**src/rtl/banner_sequencer.sv**
```systemverilog
// banner_sequencer: animates the on-screen text banner (DRAW / P1WIN / P2WIN /
// READY). A show request latches the message and its centred left edge, then
// each frame tick walks the banner through slide-in, hold, blink and slide-out
// before a single-cycle done pulse. All outputs come straight from registers.
module banner_sequencer #(
  parameter int SCREEN_W      = 640,
  parameter int CHAR_PITCH    = 31,
  parameter int TARGET_Y      = 200,
  parameter int STEP          = 8,
  parameter int HOLD_FRAMES   = 60,
  parameter int BLINK_PERIOD  = 8,
  parameter int BLINK_TOGGLES = 6
) (
  input  logic       clk,
  input  logic       reset,
  input  logic       frame_tick,
  input  logic       show_req,
  input  logic [1:0] msg_sel,
  input  logic       clear_req,
  output logic [1:0] msg_id,
  output logic [9:0] start_x,
  output logic [9:0] start_y,
  output logic       banner_en,
  output logic       busy,
  output logic       done
);

  // Sequence phases; the state is "where the banner is", not the outputs.
  typedef enum logic [2:0] {
    S_IDLE      = 3'd0,
    S_SLIDE_IN  = 3'd1,
    S_HOLD      = 3'd2,
    S_BLINK     = 3'd3,
    S_SLIDE_OUT = 3'd4
  } state_t;

  // Constants pre-sized so every compare and add is width-exact.
  localparam logic [10:0] C_SCREEN_W   = 11'(SCREEN_W);
  localparam logic [10:0] C_LEN4_PX    = 11'(4 * CHAR_PITCH);
  localparam logic [10:0] C_LEN5_PX    = 11'(5 * CHAR_PITCH);
  localparam logic [10:0] C_TARGET_Y   = 11'(TARGET_Y);
  localparam logic [10:0] C_STEP11     = 11'(STEP);
  localparam logic [9:0]  C_STEP10     = 10'(STEP);
  localparam logic [15:0] C_HOLD_LAST  = 16'(HOLD_FRAMES - 1);
  localparam logic [15:0] C_BLINK_LAST = 16'(BLINK_PERIOD - 1);
  localparam logic [15:0] C_TOG_LAST   = 16'(BLINK_TOGGLES - 1);

  state_t      r_state, r_state_next;
  logic [1:0]  r_msg_id, r_msg_id_next;
  logic [9:0]  r_start_x, r_start_x_next;
  logic [9:0]  r_start_y, r_start_y_next;
  logic        r_banner_en, r_banner_en_next;
  logic        r_busy, r_busy_next;
  logic        r_done, r_done_next;
  logic [15:0] r_frame_cnt, r_frame_cnt_next;
  logic [15:0] r_toggle_cnt, r_toggle_cnt_next;

  logic [10:0] w_len_px;
  logic [10:0] w_x_diff;
  logic [9:0]  w_target_x;
  logic [10:0] w_y_sum;
  logic        w_y_reached;
  logic [9:0]  w_y_sat;

  // Centred left edge of the requested message; only captured on accept.
  always_comb begin
    w_len_px   = (msg_sel == 2'd0) ? C_LEN4_PX : C_LEN5_PX;
    w_x_diff   = C_SCREEN_W - w_len_px;
    w_target_x = w_x_diff[10:1];
  end

  // Saturating slide-in step; 11 bits so the sum cannot wrap before the clamp.
  always_comb begin
    w_y_sum     = {1'b0, r_start_y} + C_STEP11;
    w_y_reached = (w_y_sum >= C_TARGET_Y);
    w_y_sat     = w_y_reached ? C_TARGET_Y[9:0] : w_y_sum[9:0];
  end

  // Next-state and next-output logic for the banner animation.
  always_comb begin
    r_state_next      = r_state;
    r_msg_id_next     = r_msg_id;
    r_start_x_next    = r_start_x;
    r_start_y_next    = r_start_y;
    r_banner_en_next  = r_banner_en;
    r_busy_next       = r_busy;
    r_done_next       = 1'b0;
    r_frame_cnt_next  = r_frame_cnt;
    r_toggle_cnt_next = r_toggle_cnt;

    case (r_state)
      S_IDLE: begin
        // A coincident clear cancels the request; a coincident tick is not a step.
        if (show_req && !clear_req) begin
          r_state_next      = S_SLIDE_IN;
          r_msg_id_next     = msg_sel;
          r_start_x_next    = w_target_x;
          r_start_y_next    = 10'd0;
          r_banner_en_next  = 1'b1;
          r_busy_next       = 1'b1;
          r_frame_cnt_next  = 16'd0;
          r_toggle_cnt_next = 16'd0;
        end
      end

      S_SLIDE_IN: begin
        if (clear_req) begin
          r_state_next     = S_SLIDE_OUT;
          r_banner_en_next = 1'b1;
        end else if (frame_tick) begin
          r_start_y_next = w_y_sat;
          if (w_y_reached) begin
            r_state_next     = S_HOLD;
            r_frame_cnt_next = 16'd0;
          end
        end
      end

      S_HOLD: begin
        if (clear_req) begin
          r_state_next     = S_SLIDE_OUT;
          r_banner_en_next = 1'b1;
          r_frame_cnt_next = 16'd0;
        end else if (frame_tick) begin
          if (r_frame_cnt == C_HOLD_LAST) begin
            r_state_next      = S_BLINK;
            r_frame_cnt_next  = 16'd0;
            r_toggle_cnt_next = 16'd0;
          end else begin
            r_frame_cnt_next = r_frame_cnt + 16'd1;
          end
        end
      end

      S_BLINK: begin
        if (clear_req) begin
          r_state_next      = S_SLIDE_OUT;
          r_banner_en_next  = 1'b1;
          r_frame_cnt_next  = 16'd0;
          r_toggle_cnt_next = 16'd0;
        end else if (frame_tick) begin
          if (r_frame_cnt == C_BLINK_LAST) begin
            r_frame_cnt_next = 16'd0;
            r_banner_en_next = ~r_banner_en;
            // Even toggle count leaves the banner visible for the slide-out.
            if (r_toggle_cnt == C_TOG_LAST) begin
              r_state_next      = S_SLIDE_OUT;
              r_toggle_cnt_next = 16'd0;
            end else begin
              r_toggle_cnt_next = r_toggle_cnt + 16'd1;
            end
          end else begin
            r_frame_cnt_next = r_frame_cnt + 16'd1;
          end
        end
      end

      S_SLIDE_OUT: begin
        // clear_req has nothing left to shorten here, so it is ignored.
        if (frame_tick) begin
          if (r_start_y <= C_STEP10) begin
            r_state_next     = S_IDLE;
            r_start_y_next   = 10'd0;
            r_banner_en_next = 1'b0;
            r_busy_next      = 1'b0;
            r_done_next      = 1'b1;
          end else begin
            r_start_y_next = r_start_y - C_STEP10;
          end
        end
      end

      default: begin
        r_state_next = S_IDLE;
      end
    endcase
  end

  // State and output registers; reset aborts any sequence without a done pulse.
  always_ff @(posedge clk) begin
    if (reset) begin
      r_state      <= S_IDLE;
      r_msg_id     <= 2'd0;
      r_start_x    <= 10'd0;
      r_start_y    <= 10'd0;
      r_banner_en  <= 1'b0;
      r_busy       <= 1'b0;
      r_done       <= 1'b0;
      r_frame_cnt  <= 16'd0;
      r_toggle_cnt <= 16'd0;
    end else begin
      r_state      <= r_state_next;
      r_msg_id     <= r_msg_id_next;
      r_start_x    <= r_start_x_next;
      r_start_y    <= r_start_y_next;
      r_banner_en  <= r_banner_en_next;
      r_busy       <= r_busy_next;
      r_done       <= r_done_next;
      r_frame_cnt  <= r_frame_cnt_next;
      r_toggle_cnt <= r_toggle_cnt_next;
    end
  end

  assign msg_id    = r_msg_id;
  assign start_x   = r_start_x;
  assign start_y   = r_start_y;
  assign banner_en = r_banner_en;
  assign busy      = r_busy;
  assign done      = r_done;

endmodule
```
**config.mk**
```make
export PLATFORM = sky130hd
export DESIGN_NAME = banner_sequencer
export DESIGN_NICKNAME = d
export VERILOG_FILES = /design/src/rtl/banner_sequencer.sv
export SDC_FILE = /design/constraint.sdc
export NUM_CORES = 1
export LEC_CHECK = 0
export CORE_MARGIN = 4
export CORE_UTILIZATION = 45
export CTS_CLUSTER_DIAMETER = 150
export DETAILED_ROUTE_END_ITERATION = 6
export PLACE_DENSITY = 0.66
export SYNTH_ARGS = -nofsm -noshare
export SYNTH_HDL_FRONTEND = slang
export SYNTH_SLANG_ARGS = --single-unit
```
**constraint.sdc**
```tcl
create_clock -name clk -period 3.4 [get_ports clk]
set_clock_uncertainty 0.1 [all_clocks]
set_input_delay 1.02 -clock clk [delete_from_list [all_inputs] [get_ports clk]]
set_output_delay 1.02 -clock clk [all_outputs]
set_load 0.1 [all_outputs]
```
==> results of run 1 <==
-- worst max-delay path, cell delays in order --
cell	delay, ps
clkdlybuf4s50_1	610
nor2b_1	100
o21a_1	220
a2111oi_2	650
nor4bb_1	390
a21oi_1	80
nor2_1	90
-- cell usage after synthesis, types with 2 or more instances --
master	n
nand2b_1	3
a211oi_1	3
o21ai_1	4
nand2_1	36
nor2b_1	8
nor3b_1	4
a21oi_1	43
a31oi_1	9
and3_1	8
a22oi_1	2
and2_2	2
or3_1	6
nor3_1	11
dfxtp_1	50
clkbuf_1	10
o21bai_1	2
o21ai_0	31
nand3_1	27
xnor2_1	2
and3_2	3
inv_1	10
o22ai_1	2
nand3b_1	4
ha_1	7
nor2_1	34
nor4b_1	3
nand4_1	7
o31ai_1	15
o2111ai_1	2
clkbuf_8	4
o211ai_1	2
o21a_1	4
nor4_1	6
a311oi_1	3
or2_2	2
nand4b_1	2
buf_2	3
buf_4	10
-- final timing paths --
kind              start         endpoint  slack, ps
max          frame_tick       start_y[8]        390
min           msg_id[1]        msg_id[1]        360
max reg2reg  start_y[3]  r_frame_cnt[11]        610
min reg2reg   msg_id[1]        msg_id[1]        360
-- report_power, final --
part	switching, mW	internal, mW	total, mW
registers	0.0483	0.608	0.656
clock network	0.232	0.155	0.386
logic	0.415	0.153	0.568
-- through the flow --
step | util (%) | cells
after CTS | 51.0 | 527
after global placement | 49.6 | 519
after detailed placement | 49.6 | 519
after global routing | 51.0 | 527
final | 51.0 | 527
after floorplan | - | 422
-- per-layer routing --
layer	GRT usage [%]	vias to the layer above
met5	0	-
met4	6.23	0
met3	2.76	6
met2	31.2	55
met1	25.5	1448
li1	-	1560
-- area by class of cell --
type                            count  area share (%)
Sequential cell                    50            28.6
Clock buffer                        5            1.96
Clock inverter                      3           0.822
Multi-Input combinational cell    331            56.9
Inverter                           11            1.18
Tap cell                           96            3.43
Timing Repair Buffer               31            7.07
-- flip-flops by register name, summed over array words and instances, names as in the netlist --
register and cells:
r_frame_cnt 16, r_toggle_cnt 16, start_y 7, r_state 3, start_x 3, msg_id 2, banner_en 1, busy 1
done 1
-- kinds of logic after synthesis --
| family | after synthesis | synth area share, % |
|---|---|---|
| AO/OA/AOI/OAI | 134 | 25.9 |
| XOR/XNOR | 2 | 0.543 |
| adder cells (fa/ha/maj) | 7 | 2.71 |
| buffers and inverters | 41 | 7.94 |
| flip-flops | 50 | 31.0 |
| multiplexers | 3 | 1.36 |
| other | 1 | 0.116 |
| AND/OR/NAND/NOR | 178 | 30.4 |
==> metrics.yaml, run 1 <==
grt_pass1_vias: 2769
relSlewSlack_pct: 33.1
cts_buffers: 5
hold_depth: 2
synth_area_leader_cell: "dfxtp_1"
clkSinkCount: 50
maxCapViolations: 0
synthToLayoutAreaGrowth_pct: 8.45
final_common_cell: "dfxtp_1"
port_buffers: 24
status: "completed"
crit_fanout: 8
drt-met1-wl_mm: 3.83
power_density_mw_per_mm2: 460
yosys_warnings: 0
final_cell_mix: "dfxtp_1, a21oi_1, nand2_1"
dr_total_vias: 3069
post-place-ws_ps: 104
hold_path_class: "reg2reg"
grt_max_degree: 40
synth-seq-area-share_pct: 31.0
regArea_mm2: 0.00100
multi_input_area_mm2: 0.00199
synth_top_area_share_pct: 31.0
gp_congestion: 0.889
wl_met2_mm: 3.80
clock_latency_ps: 320
dpl_cell_area_mm2: 0.00340
final.setup.worst_slack_ps: 391
vias_per_cell: 5.82
drc: 0
setup_viol: 0
dp_hpwl_mm: 5.65
async_reset_ff_share_pct: 0
met3WireLength_um: 309
antenna_found_initial: 0
clk_pin_slew_worst_paths_ps: 110
synth.area.top_cells: "dfxtp_1, a21oi_1, o21ai_0, nand2_1, nand3_1"
dr.pass1.iters: 4
power_mw: 1.61
core_area_mm2: 0.00687
cts_buffer_depth: 2
finalMaxSlewViolations: 0
drive_gt1_share_pct: 12.8
timing.fmax_mhz: 332
track_usage_pct: 19.0
avgSynthCellArea_um2: 7.76
dieWidth_um: 92.7
drt-initial-drc-count: 183
hold_buffers: 0
fillers: 675
cp-end-kind: "register"
ys_types: 70
p_leak_nw: 1.19
ctsResizeCount: 0
postLayoutCellArea_mm2: 0.00350
drt_wl_total_mm: 8.02
wire_per_inst_um: 15.2
arrival_ps: 3170
fin_hold_ws_ps: 363
cp-start-kind: "input pin"
synth_cells: 416
netlist_area_mm2: 0.00323
finalCriticalPeriod_ps: 3010
ys_ff_latch: 50
top_layer_used: "met4"
worst_pin_slew_ps: 994
cts_tree: "built"
root_buffer: "clkbuf_8"
die_height_um: 92.7
peakVddDrop_v: 0.000198
worstPathRequired_ps: 3560
detail-route-antenna-nets: 0
die_area_mm2: 0.00860
synth_ff_type: "dfxtp_1"
start_util_pct: 47.0
nNetsFinal: 444
ios: 32
crit_type: "in2reg"
hold_viol_final: 0
finalSetupTns_ps: 0
htreeDepth: 2
synth_enable_flop_cells: 0
rows: 30
grt_first_pass_wirelength_mm: 13.5
post_cts_buffers: 0
post-route-period-util_pct: 88.5
overflow: 0
antenna_cells: 0
grt_setup_unrepaired: "no"
rr_worst_depth: 7
Note: power is estimated with default switching activity, not from simulation.
==> run 2, diff against run 1 <==
--- a/config.mk
+++ b/config.mk
@@ -10,6 +10,7 @@
 export CTS_CLUSTER_DIAMETER = 150
 export DETAILED_ROUTE_END_ITERATION = 6
 export PLACE_DENSITY = 0.66
+export SETUP_SLACK_MARGIN = 0.5
 export SYNTH_ARGS = -nofsm -noshare
 export SYNTH_HDL_FRONTEND = slang
 export SYNTH_SLANG_ARGS = --single-unit
==> metrics.yaml, run 2 (synthesized netlist as in run 1, its figures left out) <==
antenna_cells: 0  # unchanged
cp-start-kind: "input pin"  # unchanged
ios: 32  # unchanged
cp_common_cell: "a21oi_1"
final.setup.worst_slack_ps: 624  # was 391 ps
status: "completed"  # unchanged
worstHoldStart: "msg_id[1]"  # unchanged
hold_buffers: 0  # unchanged
reg2reg_from: "start_y[3]"  # unchanged
timing.fmax_mhz: 360  # was 332 MHz
finalCriticalPeriod_ps: 2780  # was 3010 ps
power_mw: 1.60  # was 1.61 mW
maxCapViolations: 0  # unchanged
vias_per_cell: 5.84  # was 5.82
htreeDepth: 2  # unchanged
arrival_ps: 2920  # was 3170 ps
cts_buffer_depth: 2  # unchanged
hold_path_class: "reg2reg"  # unchanged
grt_pass1_vias: 2797  # was 2769
detail-route-antenna-nets: 0  # unchanged
port_buffers: 24  # unchanged
drt_wl_total_mm: 7.97  # was 8.02 mm
dp_hpwl_mm: 5.69  # was 5.65 mm
crit_type: "in2reg"  # unchanged
grt_setup_unrepaired: "no"  # unchanged
cp-end-kind: "register"  # unchanged
dr.pass1.iters: 4  # unchanged
post-route-period-util_pct: 81.6  # was 88.5%
fillers: 686  # was 675
peakVddDrop_v: 0.000162  # was 0.000198 V
die_height_um: 92.7  # unchanged
post-place-ws_ps: 34.7  # was 104 ps
slowest_stage: "clkdlybuf4s50_1"  # was a2111oi_2
antenna_found_initial: 0  # unchanged
dr_total_vias: 3079  # was 3069
startpoint: "show_req"  # was frame_tick
dieWidth_um: 92.7  # unchanged
drt-initial-drc-count: 195  # was 183
worstPathCellList: "clkdlybuf4s50_1 -> a21oi_1 -> a211oi_1 -> nand3_2 -> or3b_1 -> a21oi_1"  # was clkdlybuf4s50_1 -> nor2b_1 -> o21a_1 -> a2111oi_2 -> nor4bb_1 -> a21oi_1 -> nor2_1
clk_pin_slew_worst_paths_ps: 100  # was 110 ps
nNetsFinal: 444  # unchanged
overflow: 0  # unchanged
gp_congestion: 0.874  # was 0.889
cp_slowest_stage_delay_ps: 600  # was 650 ps
worst_pin_slew_ps: 929  # was 994 ps
track_usage_pct: 19.0  # about the same
final_common_cell: "dfxtp_1"  # unchanged
hold_viol_final: 0  # unchanged
clock_latency_ps: 300  # was 320 ps
multi_input_area_mm2: 0.00202  # was 0.00199 mm2
core_area_mm2: 0.00687  # unchanged
crit_fanout: 7  # was 8
fin_hold_ws_ps: 367  # was 363 ps
clkSinkCount: 50  # unchanged
regArea_mm2: 0.00100  # about the same
grt_first_pass_wirelength_mm: 13.5  # about the same
drc: 0  # unchanged
p_leak_nw: 1.21  # was 1.19 nW
setup_viol: 0  # unchanged
finalMaxSlewViolations: 0  # unchanged
final_cell_mix: "dfxtp_1, a21oi_1, nand2_1"  # unchanged
root_buffer: "clkbuf_8"  # unchanged
worstPathRequired_ps: 3540  # was 3560 ps
drive_gt1_share_pct: 13.7  # was 12.8%
post_cts_buffers: 0  # unchanged
synthToLayoutAreaGrowth_pct: 9.45  # was 8.45%
rows: 30  # unchanged
cts_tree: "built"  # unchanged
wire_per_inst_um: 15.1  # was 15.2 um
start_util_pct: 47.0  # unchanged
cts_buffers: 5  # unchanged
finalSetupTns_ps: 0  # unchanged
die_area_mm2: 0.00860  # unchanged
relSlewSlack_pct: 37.5  # was 33.1%
power_density_mw_per_mm2: 452  # was 460 mW/mm2
grt_max_degree: 40  # unchanged
run 2: cell types whose count changed in the layout (fill, tap and decap cells not counted), sizes merged:
| cell | delta |
|---|---|
| clkinvlp | +2 |
| clkinv | -1 |
| dlymetal6s2s | +2 |
| clkdlybuf4s50 | -2 |
| inv | -1 |
run 2: final timing paths:
path / to / slack [ps] / depth (start not counted)
worst max-delay path: r_toggle_cnt[1] / 620 / 6
worst min-delay path: msg_id[1] / 370 / 2
worst max register to register: r_frame_cnt[15] / 820 / 7
worst min register to register: msg_id[1] / 370 / 2
run 2: layout make-up:
type	instances	share of cell area, %
inverter	11	1.17
multi-input combinational	331	57.3
sequential	50	28.4
clock inverter	3	0.673
timing repair buffer	31	7.15
clock buffer	5	1.95
tap	96	3.40
run 2: what timing repair did:
item	CTS	global route
setup endpoints to repair	15	22
gates resized for setup	2	4
gates cloned	0	0
pin swaps	0	1
run 2: per-stage QoR:
stage | util [%] | cells | cell area (um2)
3_3_place_gp | 49.6 | 519 | 3410
3_5_place_dp | 49.6 | 519 | 3410
2_1_floorplan | - | 422 | 3250
5_1_grt | 51.5 | 527 | 3530
6_report | 51.5 | 527 | 3530
4_1_cts | 51.2 | 527 | 3520
run 2: metal layers:
metal  share of wire [%]  global-route usage (%)  wire length, um
met5                   0                       0                0
met4                0.53                    3.05               42
met3                 2.6                    3.09              205
met2                  48                    31.4             3850
met1                  49                    26.4             3870
run 2: power by group:
group	internal [mW]	total, mW	switching [mW]
Clock	0.148	0.360	0.213
Combinational	0.159	0.578	0.420
Sequential	0.608	0.660	0.0517
run 2: critical path, delay by kind of cell:
kind	cells	cell delay [ps]
buf+inv	1	600
simple gates	2	580
compound gates	3	720
==> run 3, diff against run 2 <==
==> constraint.sdc (replaced) <==
create_clock -name clk -period 2.9 [get_ports clk]
set_clock_uncertainty 0.1 [all_clocks]
set_input_delay 0.87 -clock clk [delete_from_list [all_inputs] [get_ports clk]]
set_output_delay 0.87 -clock clk [all_outputs]
set_load 0.1 [all_outputs]
==> metrics.yaml, run 3 (synthesized netlist as in run 1, its figures left out) <==
r2r-end: "r_toggle_cnt[1]"  # was r_frame_cnt[15]
fillers: 658  # was 686
finalMaxSlewViolations: 0  # unchanged
hold_viol_final: 0  # unchanged
drt-initial-drc-count: 244  # was 195
power_density_mw_per_mm2: 517  # was 452 mW/mm2
cts_buffers: 5  # unchanged
hold_path_class: "reg2reg"  # unchanged
reg2reg_from: "r_frame_cnt[0]"  # was start_y[3]
clkSinkCount: 50  # unchanged
drc: 0  # unchanged
core_area_mm2: 0.00687  # unchanged
peakVddDrop_v: 0.000309  # was 0.000162 V
antenna_found_initial: 0  # unchanged
cpLargestDelayFamily: "buffers and inverters"  # was compound AO/OA/AOI/OAI gates
ios: 32  # unchanged
dr_total_vias: 3183  # was 3079
antenna_cells: 0  # unchanged
crit_buf_inv: 4  # was 1
crit_cells: 9  # was 6
cts_buffer_depth: 2  # unchanged
crit_fanout: 6  # was 7
timing.fmax_mhz: 432
relSlewSlack_pct: 38.6  # was 37.5%
startpoint: "frame_tick"  # was show_req
clock_latency_ps: 310  # was 300 ps
dp_hpwl_mm: 5.98  # was 5.69 mm
track_usage_pct: 19.8  # was 19.0%
swShare_pct: 42.7  # was 42.8%
cts_tree: "built"  # unchanged
detail-route-antenna-nets: 0  # unchanged
arrival_ps: 2470  # was 2920 ps
finalSetupTns_ps: 0  # unchanged
grt_setup_unrepaired: "yes"  # was no
p_leak_nw: 1.34  # was 1.21 nW
maxCapViolations: 0  # unchanged
nNetsFinal: 471  # was 444
grt_max_degree: 36  # was 40
die_height_um: 92.7  # unchanged
final_cell_count_no_fill: 554  # was 527
cp-endpoint: "r_toggle_cnt[1]"  # unchanged
post-route-period-util_pct: 79.8
fin_hold_ws_ps: 366  # was 367 ps
final_common_cell: "buf_4"  # was dfxtp_1
rrSetupSlack_ps: 640  # was 820 ps
worstPathRequired_ps: 3060  # was 3540 ps
worstPathCellList: "clkdlybuf4s15_1 -> buf_6 -> nand4_1 -> o211ai_1 -> buf_4 -> buf_4 -> nand3_2 -> or3b_1 -> a21oi_1"  # was clkdlybuf4s50_1 -> a21oi_1 -> a211oi_1 -> nand3_2 -> or3b_1 -> a21oi_1
vias_per_cell: 5.75  # was 5.84
dr.pass1.iters: 5  # was 4
comb_power_share_pct: 40.0  # was 36.2%
rr_worst_depth: 9  # was 7
cp_slowest_stage_delay_ps: 360  # was 600 ps
hold_buffers: 0  # unchanged
slowest_stage: "or3b_1"  # was clkdlybuf4s50_1
clk_pin_slew_worst_paths_ps: 100  # about the same
cp_common_cell: "buf_4"  # was a21oi_1
dp.cells: 536  # was 519
clockPowerShare_pct: 22.1  # was 22.5%
wire_per_inst_um: 15.2  # was 15.1 um
postLayoutCellArea_mm2: 0.00381  # was 0.00353 mm2
dpl_cell_area_mm2: 0.00358  # was 0.00341 mm2
grt_pass1_vias: 2992  # was 2797
pwr-share-seq_pct: 37.8  # was 41.3%
start_util_pct: 47.0  # unchanged
root_buffer: "clkbuf_8"  # unchanged
rows: 30  # unchanged
drive_gt1_share_pct: 22.3  # was 13.7%
overflow: 0  # unchanged
cp-start-kind: "input pin"  # unchanged
finalCriticalPeriod_ps: 2310
synthToLayoutAreaGrowth_pct: 18.0  # was 9.45%
gp_congestion: 0.859  # was 0.874
dieWidth_um: 92.7  # unchanged
die_area_mm2: 0.00860  # unchanged
cp-end-kind: "register"  # unchanged
internal_power_mw: 1.13  # was 0.914 mW
status: "completed"  # unchanged
switchingPower_mw: 0.840  # was 0.684 mW
htreeDepth: 2  # unchanged
crit_type: "in2reg"  # unchanged
grt_first_pass_wirelength_mm: 14.1  # was 13.5 mm
worst_pin_slew_ps: 913  # was 929 ps
power_mw: 1.97  # was 1.60 mW
port_buffers: 24  # unchanged
final_cell_mix: "buf_4, dfxtp_1, a21oi_1"  # was dfxtp_1, a21oi_1, nand2_1
setup_viol: 0  # unchanged
drt_wl_total_mm: 8.43  # was 7.97 mm
-- run 3: cell count changes in the layout (fill, tap and decap cells not counted), sizes merged --
cell and change:
buf +27, dlymetal6s2s -2, clkbuf +1, clkdlybuf4s15 +1, clkdlybuf4s50 -1, clkinv +1, clkinvlp -1, dlygate4sd2 +1
-- run 3: timing repair --
action | CTS | global route
resized for setup | 17 | 8
gates cloned | 1 | 0
pin swaps | 6 | 3
endpoints found under the hold margin | 0 | 0
buffers inserted | 5 | 4
setup endpoints to repair | 33 | 17
-- run 3: layout make-up --
type	count	area, um2	share of cell area, %
Multi-Input combinational cell	331	2070	54.4
Sequential cell	50	1010	26.6
Timing Repair Buffer	58	468	12.3
Tap cell	96	120	3.15
Clock buffer	5	68.8	1.81
Inverter	11	41.3	1.08
Clock inverter	3	25.0	0.657
-- run 3: stage by stage --
step,worst slack [ps],util [%]
CTS,536,54.8
global route,447,55.5
global placement,46.6,52.1
finish,586,55.5
detailed placement,29.1,52.1
floorplan,492,-
-- run 3: worst min-delay path, stage by stage (launching register included) --
cell and delay [ps]:
dfxtp_1 320, nand2_1 50, a21oi_1 60
-- run 3: per-layer routing --
metal	vias to the layer above	share of wire, %	track usage (%)
met5	-	0	0
met4	0	0.71	4.64
met2	62	50	34.0
met1	1509	46	25.8
li1	1608	-	-
met3	4	3.4	3.74
-- run 3: worst min-delay path by stage --
stage,startpoint,end,slack (ps),cells after the start
finish,msg_id[1],msg_id[1],370,2
global route,r_toggle_cnt[15],r_toggle_cnt[15],390,1
CTS,msg_id[1],msg_id[1],370,2
detailed placement,r_toggle_cnt[15],r_toggle_cnt[15],350,1
global placement,msg_id[1],msg_id[1],350,2
floorplan,r_toggle_cnt[15],r_toggle_cnt[15],340,1
-- run 3: power by group through the flow --
stage / logic [mW] / clock network [mW] / registers (mW)
final: 0.788 / 0.436 / 0.745
after global routing: 0.842 / 0.467 / 0.749
after CTS: 0.778 / 0.444 / 0.744
after detailed placement: 0.745 / 0 / 0.760
after global placement: 0.743 / 0 / 0.759
after floorplan: 0.497 / 0 / 0.867
